### config.mk
export PLATFORM = sky130hd
export DESIGN_NAME = uart_apb_cmd_master
export DESIGN_NICKNAME = d
export VERILOG_FILES = /design/src/rtl/uart_apb_cmd_master.sv
export SDC_FILE = /design/constraint.sdc
export NUM_CORES = 1
export LEC_CHECK = 0
export BUFFER_PORTS_ARGS = -buffer_cell sky130_fd_sc_hd__clkbuf_2
export CORE_MARGIN = 5
export CORE_UTILIZATION = 25
export CTS_CLUSTER_DIAMETER = 80
export DETAILED_ROUTE_END_ITERATION = 16
export GPL_TIMING_DRIVEN = 0
export PLACE_DENSITY_LB_ADDON = 0.08
export SETUP_SLACK_MARGIN = 0.15
export SLEW_MARGIN = 20
export SYNTH_ARGS = -nofsm -noshare
export SYNTH_HDL_FRONTEND = slang
export SYNTH_SLANG_ARGS = --single-unit
### constraint.sdc
create_clock -name clk -period 2.7 [get_ports clk]
set_input_delay 0.27 -clock clk [delete_from_list [all_inputs] [get_ports clk]]
set_output_delay 0.27 -clock clk [all_outputs]
set_load 0.02 [all_outputs]
### src/rtl/uart_apb_cmd_master.sv
// UART byte-command to APB initiator bridge: parses 'W'/'R' frames, runs one
// APB transfer per frame and streams back ACK/NAK plus read data.
module uart_apb_cmd_master #(
   parameter int APB_ADDR_WIDTH = 12,
   parameter int APB_TIMEOUT    = 256,
   parameter int FRAME_TIMEOUT  = 500000
) (
   input  logic                      clk,
   input  logic                      rst_n,
   input  logic [7:0]                rx_byte,
   input  logic                      rx_byte_valid,
   output logic [7:0]                tx_byte,
   output logic                      tx_byte_valid,
   input  logic                      tx_byte_ready,
   output logic                      psel,
   output logic                      penable,
   output logic                      pwrite,
   output logic [APB_ADDR_WIDTH-1:0] paddr,
   output logic [31:0]               pwdata,
   input  logic [31:0]               prdata,
   input  logic                      pready,
   input  logic                      pslverr,
   output logic                      busy,
   output logic                      rx_drop,
   output logic                      frame_err
);

   localparam int              ACW      = $clog2(APB_TIMEOUT + 1);
   localparam logic [ACW-1:0]  ACC_LAST = ACW'(APB_TIMEOUT);
   localparam bit              FT_EN    = (FRAME_TIMEOUT > 0);
   localparam logic [31:0]     FT_LAST  = FT_EN ? 32'(FRAME_TIMEOUT - 1) : 32'h0;

   localparam logic [7:0] CMD_W   = 8'h57;
   localparam logic [7:0] CMD_R   = 8'h52;
   localparam logic [7:0] RSP_ACK = 8'h06;
   localparam logic [7:0] RSP_NAK = 8'h15;
   localparam logic [7:0] RSP_UNK = 8'h3F;

   typedef enum logic [2:0] {
      S_IDLE,
      S_GET_ADDR,
      S_GET_DATA,
      S_SETUP,
      S_ACCESS,
      S_RESP
   } state_t;

   state_t                    state_q;
   logic [2:0]                cnt_q;
   logic [15:0]               addr_q;
   logic [31:0]               data_q;
   logic                      is_wr_q;
   logic [31:0]               idle_q;
   logic [ACW-1:0]            acc_q;
   logic                      psel_q;
   logic                      penable_q;
   logic                      pwrite_q;
   logic [APB_ADDR_WIDTH-1:0] paddr_q;
   logic [31:0]               pwdata_q;
   logic [7:0]                tx_byte_q;
   logic                      tx_valid_q;
   logic                      rx_drop_q;
   logic                      frame_err_q;

   logic [15:0] addr_d;
   logic [31:0] data_d;
   logic        frame_expired;
   logic        rx_blocked;

   assign addr_d        = {addr_q[7:0], rx_byte};
   assign data_d        = {data_q[23:0], rx_byte};
   assign frame_expired = FT_EN && (idle_q == FT_LAST);
   // Parser is frozen while a transfer or response is in flight
   assign rx_blocked    = (state_q == S_SETUP) || (state_q == S_ACCESS) || (state_q == S_RESP);

   always_ff @(posedge clk or negedge rst_n) begin
      if (!rst_n) begin
         state_q     <= S_IDLE;
         cnt_q       <= 3'd0;
         addr_q      <= 16'h0;
         data_q      <= 32'h0;
         is_wr_q     <= 1'b0;
         idle_q      <= 32'h0;
         acc_q       <= '0;
         psel_q      <= 1'b0;
         penable_q   <= 1'b0;
         pwrite_q    <= 1'b0;
         paddr_q     <= '0;
         pwdata_q    <= 32'h0;
         tx_byte_q   <= 8'h0;
         tx_valid_q  <= 1'b0;
         rx_drop_q   <= 1'b0;
         frame_err_q <= 1'b0;
      end else begin
         rx_drop_q   <= rx_byte_valid && rx_blocked;
         frame_err_q <= 1'b0;
         case (state_q)
            S_IDLE: begin
               if (rx_byte_valid) begin
                  cnt_q  <= 3'd0;
                  idle_q <= 32'h0;
                  if (rx_byte == CMD_W || rx_byte == CMD_R) begin
                     is_wr_q <= (rx_byte == CMD_W);
                     state_q <= S_GET_ADDR;
                  end else begin
                     tx_byte_q  <= RSP_UNK;
                     tx_valid_q <= 1'b1;
                     state_q    <= S_RESP;
                  end
               end
            end
            S_GET_ADDR: begin
               if (rx_byte_valid) begin
                  addr_q <= addr_d;
                  idle_q <= 32'h0;
                  cnt_q  <= cnt_q + 3'd1;
                  if (cnt_q == 3'd1) begin
                     cnt_q <= 3'd0;
                     if (is_wr_q) begin
                        state_q <= S_GET_DATA;
                     end else begin
                        state_q  <= S_SETUP;
                        psel_q   <= 1'b1;
                        pwrite_q <= 1'b0;
                        paddr_q  <= addr_d[APB_ADDR_WIDTH-1:0];
                     end
                  end
               end else if (frame_expired) begin
                  state_q     <= S_IDLE;
                  frame_err_q <= 1'b1;
               end else begin
                  idle_q <= idle_q + 32'd1;
               end
            end
            S_GET_DATA: begin
               if (rx_byte_valid) begin
                  data_q <= data_d;
                  idle_q <= 32'h0;
                  cnt_q  <= cnt_q + 3'd1;
                  if (cnt_q == 3'd3) begin
                     cnt_q    <= 3'd0;
                     state_q  <= S_SETUP;
                     psel_q   <= 1'b1;
                     pwrite_q <= 1'b1;
                     paddr_q  <= addr_q[APB_ADDR_WIDTH-1:0];
                     pwdata_q <= data_d;
                  end
               end else if (frame_expired) begin
                  state_q     <= S_IDLE;
                  frame_err_q <= 1'b1;
               end else begin
                  idle_q <= idle_q + 32'd1;
               end
            end
            S_SETUP: begin
               penable_q <= 1'b1;
               acc_q     <= ACW'(1);
               state_q   <= S_ACCESS;
            end
            S_ACCESS: begin
               if (pready) begin
                  psel_q     <= 1'b0;
                  penable_q  <= 1'b0;
                  tx_valid_q <= 1'b1;
                  state_q    <= S_RESP;
                  if (pslverr) begin
                     tx_byte_q <= RSP_NAK;
                     cnt_q     <= 3'd0;
                  end else begin
                     tx_byte_q <= RSP_ACK;
                     data_q    <= prdata;
                     cnt_q     <= pwrite_q ? 3'd0 : 3'd4;
                  end
               end else if (acc_q == ACC_LAST) begin
                  psel_q     <= 1'b0;
                  penable_q  <= 1'b0;
                  tx_valid_q <= 1'b1;
                  tx_byte_q  <= RSP_NAK;
                  cnt_q      <= 3'd0;
                  state_q    <= S_RESP;
               end else begin
                  acc_q <= acc_q + ACW'(1);
               end
            end
            S_RESP: begin
               // cnt_q holds the number of read-data bytes still to follow
               if (tx_byte_ready) begin
                  if (cnt_q == 3'd0) begin
                     tx_valid_q <= 1'b0;
                     state_q    <= S_IDLE;
                  end else begin
                     tx_byte_q <= data_q[31:24];
                     data_q    <= {data_q[23:0], 8'h00};
                     cnt_q     <= cnt_q - 3'd1;
                  end
               end
            end
            default: state_q <= S_IDLE;
         endcase
      end
   end

   assign psel          = psel_q;
   assign penable       = penable_q;
   assign pwrite        = pwrite_q;
   assign paddr         = paddr_q;
   assign pwdata        = pwdata_q;
   assign tx_byte       = tx_byte_q;
   assign tx_byte_valid = tx_valid_q;
   assign busy          = (state_q != S_IDLE);
   assign rx_drop       = rx_drop_q;
   assign frame_err     = frame_err_q;

endmodule

Yosys cells after proc, flatten, opt, wreduce, memory -nomap -nowiden
Index checks and enable logic that the tools add are counted.

cells by class
  add/sub/neg operators = 4
  equal/unequal tests = 29
  mux-type cells = 75
  reduce and logical (&&, ||, !) cells = 28

operators with widths
  operator               number
  $mux 32                8
  $pmux 32 s3            1
  $mux 3                 22
  $pmux 32 s2            1
  $mux 12                5
  $mux 8                 6
  $add 32x1->32 const B  1
  $eq 32x19->1 const B   1
  $reduce_and 6->1       5
  $ne 2x2->1 const B     13
  $pmux 12 s2            1
  $pmux 8 s3             1
  $mux 1                 20
  $mux 9                 2
  $pmux 3 s6             1
  $pmux 9 s2             1
  $eq 8x7->1 const B     2
  $pmux 3 s5             1
  $reduce_and 7->1       2
  $reduce_and 3->1       4
  $reduce_bool 3->1      4
  $add 9x1->9 const B    1
  $eq 3x2->1 const B     3
  $eq 9x9->1 const B     1
  other kinds (17)       29

word-level totals
  bits in registers = 150
  input port bits = 46
  output and inout port bits = 59

Logic depth before layout (Yosys ltp)
Gate-level depths: netlist of run 1.

  depth in word-level cells = 5
  gate-level depth with buffers = 8
  gate-level depth less buffers = 7

Worst setup path before layout of run 1
Ideal clock, no wire load.

  path kind = reg-to-reg
  from = reg cnt_q[0]
  to = reg pwdata_q[10] (netlist: pwdata[10])
  library setup time = 0.125 ns
  data arrival time = 1.985 ns
  path slack = 0.590 ns
  cell stages (with the launch flop) = 8
  period minus slack after synthesis = 2.110 ns
  cell sequence = dfrtp_1 > ha_1 > ha_1 > nor3b_1 > a211oi_2 > nand4_1 > buf_2 > mux2_2

between the ends
  word-level cells in the longest chain between the ends = 2

ends and longest elaborated chain
  element                            line  text
  from (decl)                        49    logic [2:0] cnt_q;
  from (signal assigned)             116   cnt_q <= cnt_q + 3'd1;
  from (signal assigned)             139   cnt_q <= cnt_q + 3'd1;
  from (signal assigned)             172   cnt_q <= pwrite_q ? 3'd0 : 3'd4;
  $eq 3x2->1                         140   if (cnt_q == 3'd3) begin
  $reduce_and 3->1 (no source line)  n/a
  to (signal assigned)               146   pwdata_q <= data_d;
  to (decl)                          59    logic [31:0] pwdata_q;

No other way between the ends.
A chain may end at the register's enable or synchronous reset.

Worst setup path in the final report of run 1
  from = reg state_q[0]
  to = reg tx_byte_q[1] (netlist: tx_byte[1])

between the ends
  word-level cells in the longest chain between the ends = 3
  elaborated cells between the ends (all ways) = 11

ends and longest elaborated chain
  element                                              line  text
  from (decl)                                          48    state_t state_q;
  from (signal assigned)                               78    state_q <= S_IDLE;
  from (signal assigned)                               104   state_q <= S_GET_ADDR;
  from (signal assigned)                               108   state_q <= S_RESP;
  $eq 3x3->1 or $logic_not 3->1 (tied branches)        97    case (state_q)
  $ne 3x2->1 (no source line) (tied with other cells)  n/a
  $reduce_and 6->1 (no source line)                    n/a
  to (signal assigned)                                 192   tx_byte_q <= data_q[31:24];
  to (decl)                                            60    logic [7:0] tx_byte_q;

Several ways; a longest one is shown, not always the timed one.

==> results of run 1 <==
cell families after synthesis:
family,after synthesis
and+or+nand+nor,214
DFF,150
AOI/OAI and AO/OA,120
muxes,93
buffers and inverters,51
xor gates and xnor gates,29
adders and majority gates,9
cell usage in the layout, fill, tap and decap left out, types with 9 or more instances in the layout:
cell	count
o21ai_0	27
clkbuf_2	104
mux2_2	49
clkbuf_1	12
nand4_1	21
dfrtp_1	150
mux2i_1	44
buf_2	16
inv_1	17
clkbuf_16	17
ha_1	9
nor2_1	76
a21oi_1	52
nand3_1	18
nand2_1	39
xor2_1	28
path summary, 6_finish.rpt:
path / start / end / slack, ps
min: prdata[12] / data_q[12] / 150
max in group asynchronous: rst_n / idle_q[30] / 1680
max: state_q[0] / tx_byte[1] / 310
min reg2reg: paddr[6] / paddr[6] / 490
max reg2reg: state_q[0] / tx_byte[1] / 310
min in group asynchronous: rst_n / tx_byte[3] / 400
worst max-delay path: stages, from the launching register on:
cell and delay (ps):
dfrtp_1 350, buf_4 200, buf_2 260, nand3b_1 260, a21oi_1 470, nor3_2 140
nand2_2 230, mux2_2 360
report_power, final:
part           switching (W)  internal (W)
clock network        0.00112       0.00124
logic                0.00188       0.00119
registers           0.000493       0.00292
final cells by class:
cell class	count	area share, %
plain buffers	34	1.842
clock buffers	17	4.781
clock inverters	15	1.800
inverters	17	0.7172
multi-input cells	465	36.51
flip-flops and latches	150	42.19
well taps	384	5.400
repair buffers	108	6.764
per-stage QoR:
stage / setup TNS, ps / area, µm²
floorplan: 0 / 7207
global placement: -221720 / 8208
detailed placement: -411.4 / 8272
CTS: 0 / 8872
global route: 0 / 8897
finish: 0 / 8897
sequential cells by signal, indices dropped and copies added (netlist names), 3 cells and up:
register and flops:
tx_byte 8, addr_q 12, data_q 32, state_q 3, paddr 12, cnt_q 3, pwdata 32, acc_q 9
idle_q 32
per-layer routing:
layer	vias to the layer above	track usage (%)	part of all wire, %
li1	2639	-	-
met1	2743	17.46	47
met2	110	21.29	48
met3	19	2.708	3.5
met4	0	4.115	1.4
met5	-	0	0
timing repair:
item                                    4_1_cts  5_1_grt
hold buffers                                  1        0
endpoints found under the setup margin        8       93
hold endpoints to repair                     50        0
resized for setup                             1        6
setup buffers                                 0        1
pin swaps                                     0        1
==> results.sh, run 1 <==
export IMPL_status="finished, final reports clean"
export IMPL_clock_sinks=150
export IMPL_synthTopCellsByCount="150 x dfrtp_1, 77 x nor2_1, 53 x a21oi_1"
export IMPL_synth_cell_types=58
export IMPL_cts_htree_levels=4
export IMPL_grt_overflow=0
export IMPL_ant_nets=0
export IMPL_crit_type="reg -> reg"
export IMPL_power_leakage_nw=3.984
export IMPL_num_nets_final=848
export IMPL_start_util_pct=25.25
export IMPL_drv_slew=0
export IMPL_grt_pass1_wl_um=34020
export IMPL_required_ps=3010
export IMPL_ys_flop_type="dfrtp_1"
export IMPL_clock_skew_ps=13.72
export IMPL_rr_worst_depth=7
export IMPL_drive_gt1_share_pct=28.41
export IMPL_dieWidth_um=179.8
export IMPL_synth_top_family_by_area="simple AND/OR/NAND/NOR gates"
export IMPL_routed_wl_um=20720
export IMPL_die_y_um=179.8
export IMPL_max_cap_violations=0
export IMPL_drt_iter0_drc=306
export IMPL_rsz0062_at_grt="true"
export IMPL_power_density_nw_per_um2=993.4
export IMPL_syn_area_per_cell_um2=10.82
export IMPL_worst_slack_ps=314.3
export IMPL_async_flop_share_pct=100.0
export IMPL_synth_seq_cells=150
export IMPL_finalSetupViolations=0
export IMPL_clk_pin_slew_ps=70
export IMPL_synth_compound_area_share_pct=10.69
export IMPL_finalHoldViolCount=0
export IMPL_ff_latch_area_um2=3754
export IMPL_synth_most_common_cell="dfrtp_1"
export IMPL_synthCells=666
export IMPL_grt_start_max_net_pins=54
export IMPL_grt_pass1_vias=6004
export IMPL_antenna_found_initial=0
export IMPL_cts_tree="yes"
export IMPL_synthAdderAreaFrac_pct=1.563
export IMPL_clock_path_buffers=2
export IMPL_cts_buffers=17
export IMPL_gr_usage_all_layers_pct=13.05
export IMPL_worstPathArrival_ps=2700
export IMPL_wl_per_cell_um=17.41
export IMPL_multi_input_area_um2=3248
export IMPL_fin_hold_ws_ps=150.5
export IMPL_core_area_um2=28550
export IMPL_n_antenna_cell=0
export IMPL_die_area_um2=32320
export IMPL_yosys_area_top_type="dfrtp_1"
export IMPL_muxShareOfSynthArea_pct=13.77
export IMPL_place_hpwl_um=15360
export IMPL_min_path_cells=3
export IMPL_synth_edf_count=0
export IMPL_synthTopCellsByArea="dfrtp_1 52%, mux2_2 7.7%, mux2i_1 6.1%"
export IMPL_synthesis_area_um2=7207
export IMPL_layout_min_cycle_time_ps=2386
export IMPL_tightest_slew_ps=1046
export IMPL_fin_crit_sh_pct=88.36
export IMPL_yosys_area_share_xor_xnor_pct=3.524
export IMPL_slew_headroom_pct=29.37
export IMPL_dp_cells=1156
export IMPL_num_rows=62
export IMPL_cts_root_buf="clkbuf_16"
export IMPL_yosys_area_share_simple_pct=15.23
export IMPL_drt_first_pass_iters=4
export IMPL_vias=5511
export IMPL_drc=0
export IMPL_clk_latency_ps=430
export IMPL_via_per_inst=4.631
export IMPL_ys_seq_area_share_pct=52.08
export IMPL_min_path_type="in -> reg"
export IMPL_synthesis_nets=721
export IMPL_synth_warnings=0
export IMPL_critical_path_max_fanout=10
export IMPL_max_vdd_ir_drop_uv=324.2
export IMPL_final_core_util_pct=31.17
export IMPL_place_ws_ps=-56.96
export IMPL_fin_cells=1190
export IMPL_fmax_mhz=419.2
export IMPL_power_w=0.008839
export IMPL_place_congestion=0.7694
export IMPL_io_buffers=104
export IMPL_synth_top_area_share_pct=52.08
export IMPL_cp_start_kind="register"
export IMPL_endpoint_kind="register"
export IMPL_nFillCells=3018
export IMPL_area_delta_synth_final_pct=23.45
export IMPL_io_pins=105
(Power assumes the default switching activity.)
==> run 2: changes to the inputs <==
--- a/config.mk
+++ b/config.mk
@@ -6,12 +6,13 @@
 export NUM_CORES = 1
 export LEC_CHECK = 0
 export BUFFER_PORTS_ARGS = -buffer_cell sky130_fd_sc_hd__clkbuf_2
+export CORE_ASPECT_RATIO = 0.75
 export CORE_MARGIN = 5
 export CORE_UTILIZATION = 25
 export CTS_CLUSTER_DIAMETER = 80
 export DETAILED_ROUTE_END_ITERATION = 16
-export GPL_TIMING_DRIVEN = 0
-export PLACE_DENSITY_LB_ADDON = 0.08
+export GPL_TIMING_DRIVEN = 1
+export PLACE_DENSITY = 0.43
 export SETUP_SLACK_MARGIN = 0.15
 export SLEW_MARGIN = 20
 export SYNTH_ARGS = -nofsm -noshare
==> results.sh, run 2 (synthesized netlist as in run 1, its figures left out) <==
export IMPL_final_common_cell="dfrtp_1"
export IMPL_max_cap_violations=0
export IMPL_fin_crit_sh_pct=85.25
export IMPL_power_leakage_nw=3.946
export IMPL_gr_usage_all_layers_pct=12.43
export IMPL_routed_wl_um=19270
export IMPL_place_area_um2=8255
export IMPL_via_per_inst=4.509
export IMPL_finalSetupViolations=0
export IMPL_min_path_type="in -> reg"
export IMPL_drt_iter0_drc=266
export IMPL_rr_worst_depth=5
export IMPL_setup_worst_path_start="state_q[2]"
export IMPL_cts_buffers=17
export IMPL_cts_setup_buffers=0
export IMPL_die_y_um=157.0
export IMPL_place_hpwl_um=13800
export IMPL_n_antenna_cell=0
export IMPL_final_core_util_pct=31.39
export IMPL_num_rows=53
export IMPL_design_area_um2=8869
export IMPL_critical_path_max_fanout=12
export IMPL_clk_pin_slew_ps=60
export IMPL_cts_tree="yes"
export IMPL_status="finished, final reports clean"
export IMPL_power_density_nw_per_um2=1005
export IMPL_die_area_um2=32360
export IMPL_endpoint="acc_q[8]"
export IMPL_grt_start_max_net_pins=65
export IMPL_r2r_end="acc_q[8]"
export IMPL_num_nets_final=830
export IMPL_place_congestion=0.7570
export IMPL_fin_hold_ws_ps=138.5
export IMPL_cts_htree_levels=4
export IMPL_grt_pass1_vias=5332
export IMPL_endpoint_kind="register"
export IMPL_ant_nets=0
export IMPL_max_vdd_ir_drop_uv=527.5
export IMPL_tightest_slew_ps=805.1
export IMPL_dieWidth_um=206.1
export IMPL_cts_root_buf="clkbuf_16"
export IMPL_cts_resized=0
export IMPL_rsz0062_at_grt="false"
export IMPL_regToRegSetupSlack_ps=400
export IMPL_nFillCells=2985
export IMPL_clk_latency_ps=440
export IMPL_io_pins=105
export IMPL_grt_overflow=0
export IMPL_area_delta_synth_final_pct=23.06
export IMPL_r2r_start="state_q[2]"
export IMPL_core_area_um2=28250
export IMPL_grt_pass1_wl_um=31510
export IMPL_drive_gt1_share_pct=27.48
export IMPL_fmax_mhz=434.4
export IMPL_cp_start_kind="register"
export IMPL_slew_headroom_pct=45.63
export IMPL_hold_buffers=1
export IMPL_mostFrequentLayoutCells="150 x dfrtp_1, 103 x clkbuf_2, 77 x nor2_1"
export IMPL_wl_per_cell_um=16.46
export IMPL_antenna_found_initial=0
export IMPL_drt_first_pass_iters=4
export IMPL_drv_slew=0
export IMPL_vias=5280
export IMPL_start_util_pct=25.51
export IMPL_drc=0
export IMPL_worstPathArrival_ps=2660
export IMPL_crit_type="reg -> reg"
export IMPL_required_ps=3050
export IMPL_finalHoldViolCount=0
export IMPL_clock_path_buffers=2
export IMPL_clock_skew_ps=27.36
export IMPL_fin_setup_tns_ps=0
export IMPL_layout_min_cycle_time_ps=2302
export IMPL_io_buffers=104
export IMPL_clock_sinks=150
==> run 2: cell count changes in the layout (fill, tap and decap cells not counted), sizes merged <==
cell	delta
clkbuf	-10
inv	-9
bufinv	+4
clkinv	-4
buf	-4
clkinvlp	+3
==> run 2: worst min path at each step <==
| stage | from | end | slack, ps | depth (start not counted) |
|---|---|---|---|---|
| 6_report | prdata[22] | data_q[22] | 140 | 3 |
| 2_1_floorplan | rst_n | acc_q[0] | -30 | 0 |
| 5_1_grt | prdata[22] | data_q[22] | 150 | 3 |
| 4_1_cts | prdata[12] | data_q[12] | 140 | 3 |
| 3_3_place_gp | rst_n | pwdata[10] | 270 | 1 |
| 3_5_place_dp | rst_n | data_q[3] | 270 | 1 |
==> run 2: final cells by class <==
type                       instances  area [µm²]  share of cell area [%]
multi-input combinational        465        3237                   36.50
clock inverter                     9       152.6                   1.721
inverter                          17       63.81                  0.7195
tap                              385       481.7                   5.432
sequential                       150        3754                   42.33
timing repair buffer             124       729.5                   8.225
clock buffer                      21       450.4                   5.079
==> run 2: critical path: stages, from the launching register on <==
cell and delay, ps:
dfrtp_1 590, nor3b_2 350, a21boi_1 270, o211ai_1 300, or4_1 590, a21oi_1 150
==> run 2: stage by stage <==
stage | cells | total power (W) | worst slack (ps)
after global placement | 1140 | 0.006487 | 358.7
after floorplan | 666 | 0.005414 | 590.2
final | 1171 | 0.008909 | 398.1
after global routing | 1171 | 0.009553 | 166.3
after CTS | 1171 | 0.009048 | 370.5
after detailed placement | 1140 | 0.006510 | 333.8
==> run 2: report_power, final <==
group	total (W)	switching, W	internal (W)
combinational	0.00296	0.00176	0.00120
clock	0.00249	0.000929	0.00156
sequential	0.00346	0.000542	0.00292
total	0.00891	0.00324	0.00567
==> run 2: per-layer routing <==
layer | track usage [%] | up-vias | part of all wire (%) | wire length (µm)
li1 | - | 2593 | - | -
met1 | 19.46 | 2601 | 55 | 10510
met2 | 16.81 | 84 | 41 | 7940
met3 | 2.945 | 2 | 3.9 | 754
met4 | 3.515 | 0 | 0.34 | 66
met5 | 0 | - | 0 | 0
==> run 3: changes to the inputs <==
--- a/config.mk
+++ b/config.mk
@@ -8,11 +8,11 @@
 export BUFFER_PORTS_ARGS = -buffer_cell sky130_fd_sc_hd__clkbuf_2
 export CORE_ASPECT_RATIO = 0.75
 export CORE_MARGIN = 5
-export CORE_UTILIZATION = 25
+export CORE_UTILIZATION = 57
 export CTS_CLUSTER_DIAMETER = 80
 export DETAILED_ROUTE_END_ITERATION = 16
 export GPL_TIMING_DRIVEN = 1
-export PLACE_DENSITY = 0.43
+export PLACE_DENSITY = 0.82
 export SETUP_SLACK_MARGIN = 0.15
 export SLEW_MARGIN = 20
 export SYNTH_ARGS = -nofsm -noshare
==> results.sh, run 3 (synthesized netlist as in run 1, its figures left out) <==
export IMPL_status="finished, final reports clean"
export IMPL_drc=0
export IMPL_num_rows=35
export IMPL_ff_latch_area_um2=3755
export IMPL_crit_chain="inv_1 > ha_1 > nor4b_2 > a2111oi_4 > nor3_2 > nand2_2 > mux2_2"
export IMPL_die_y_um=107.4
export IMPL_area_delta_synth_final_pct=18.52
export IMPL_grt_overflow=0
export IMPL_intPower_w=0.005403
export IMPL_clock_skew_ps=7.936
export IMPL_max_vdd_ir_drop_uv=617.2
export IMPL_fin_cells=952
export IMPL_place_ws_ps=318.0
export IMPL_slew_headroom_pct=54.05
export IMPL_grt_pass1_wl_um=30130
export IMPL_power_leakage_nw=3.927
export IMPL_core_area_um2=12350
export IMPL_cts_htree_levels=4
export IMPL_crit_type="reg -> reg"
export IMPL_finalSetupViolations=0
export IMPL_drv_slew=0
export IMPL_cp_start_kind="register"
export IMPL_drt_iter0_drc=485
export IMPL_place_hpwl_um=12270
export IMPL_die_area_um2=15020
export IMPL_power_density_nw_per_um2=1029
export IMPL_multi_input_area_um2=3237
export IMPL_routed_wl_um=17710
export IMPL_required_ps=3000
export IMPL_start_util_pct=58.36
export IMPL_dieWidth_um=139.8
export IMPL_critical_path_max_fanout=8
export IMPL_num_nets_final=828
export IMPL_clock_path_buffers=2
export IMPL_finalHoldViolCount=0
export IMPL_cp_slowest_cell="a2111oi_4"
export IMPL_switching_share_pct=38.53
export IMPL_clk_pin_slew_ps=70
export IMPL_clock_sinks=150
export IMPL_via_per_inst=5.963
export IMPL_layout_min_cycle_time_ps=2377
export IMPL_dp_cells=919
export IMPL_worst_slack_ps=323.2
export IMPL_fmax_mhz=420.7
export IMPL_power_frac_seq_pct=39.6
export IMPL_max_cap_violations=0
export IMPL_gr_usage_all_layers_pct=24.83
export IMPL_critical_path_max_stage_delay_ps=640
export IMPL_clk_latency_ps=420
export IMPL_ant_nets=0
export IMPL_drive_gt1_share_pct=27.99
export IMPL_min_path_type="in -> reg"
export IMPL_critPathTopFamily="compound AO/OA/AOI/OAI gates"
export IMPL_p_switching_w=0.003387
export IMPL_vias=5677
export IMPL_cts_buffers=17
export IMPL_combinationalPowerShare_pct=33.7
export IMPL_drt_first_pass_iters=5
export IMPL_place_congestion=0.8950
export IMPL_p_clk_share_pct=26.7
export IMPL_cts_setup_buffers=0
export IMPL_fin_hold_ws_ps=169.1
export IMPL_critPathBufInv=1
export IMPL_mostFrequentLayoutCells="149 x dfrtp_1, 103 x clkbuf_2, 77 x nor2_1"
export IMPL_fin_setup_tns_ps=0
export IMPL_nFillCells=904
export IMPL_cts_tree="yes"
export IMPL_io_pins=105
export IMPL_final_common_cell="dfrtp_1"
export IMPL_grt_pass1_vias=5789
export IMPL_endpoint_kind="register"
export IMPL_wl_per_cell_um=18.60
export IMPL_antenna_found_initial=0
export IMPL_grt_start_max_net_pins=67
export IMPL_cts_root_buf="clkbuf_16"
export IMPL_rsz0062_at_grt="false"
export IMPL_worstPathArrival_ps=2670
export IMPL_tightest_slew_ps=686.2
export IMPL_io_buffers=104
export IMPL_fin_crit_sh_pct=88.03
export IMPL_n_antenna_cell=0
==> run 3: cell types whose count changed in the layout (fill, tap and decap cells not counted), moves of 2 or more <==
cell and delta:
inv_8 +4, clkbuf_1 -3, bufinv_16 -3, clkinv_4 +2, buf_12 -2, inv_6 +4
==> run 3: cell type report <==
cell class,count,area share (%)
flip-flops and latches,150,43.96
multi-input cells,465,37.89
inverters,17,0.7470
clock inverters,15,1.919
well taps,166,2.432
clock buffers,17,4.980
repair buffers,122,8.071
==> run 3: timing repair <==
action,CTS,global route
resized for setup,0,1
endpoints found under the setup margin,0,10
endpoints found under the hold margin,63,0
hold buffers,1,0
==> run 3: stage by stage <==
step                      utilization [%]  total power [W]  cell area [µm²]
after floorplan                         -         0.005414             7207
after global placement              64.31         0.006218             7941
after detailed placement            64.31         0.006415             7941
after CTS                           69.16         0.008814             8541
after global routing                69.17         0.009328             8542
final                               69.17         0.008790             8542
==> run 3: metal layers <==
layer / global-route usage (%) / wire (µm) / vias up
li1: - / - / 2600
met1: 35.18 / 7681 / 2828
met2: 39.33 / 8632 / 234
met3: 5.639 / 1251 / 15
met4: 5.878 / 144 / 0
met5: 0 / 0 / -
==> run 3: path summary, 6_finish.rpt <==
path | from | endpoint | slack (ps) | cells after the start
min | prdata[19] | data_q[19] | 170 | 3
min reg2reg | tx_byte[7] | tx_byte[7] | 490 | 1
max reg2reg | acc_q[0] | tx_byte[1] | 320 | 7
max in group asynchronous | rst_n | idle_q[17] | 1510 | 3
max | acc_q[0] | tx_byte[1] | 320 | 7
min in group asynchronous | rst_n | data_q[6] | 470 | 2
==> run 3: power groups by stage <==
stage | registers (W) | clock network (W) | logic [W]
after detailed placement | 0.00350 | 0 | 0.00292
after CTS | 0.00347 | 0.00238 | 0.00296
final | 0.00348 | 0.00235 | 0.00296
after global placement | 0.00344 | 0 | 0.00278
after global routing | 0.00357 | 0.00250 | 0.00326
after floorplan | 0.00363 | 0 | 0.00178
==> run 3: worst register-to-register path: stages, from the launching register on <==
cell	delay [ps]
dfrtp_1	390
inv_1	90
ha_1	210
nor4b_2	180
a2111oi_4	640
nor3_2	150
nand2_2	230
mux2_2	380
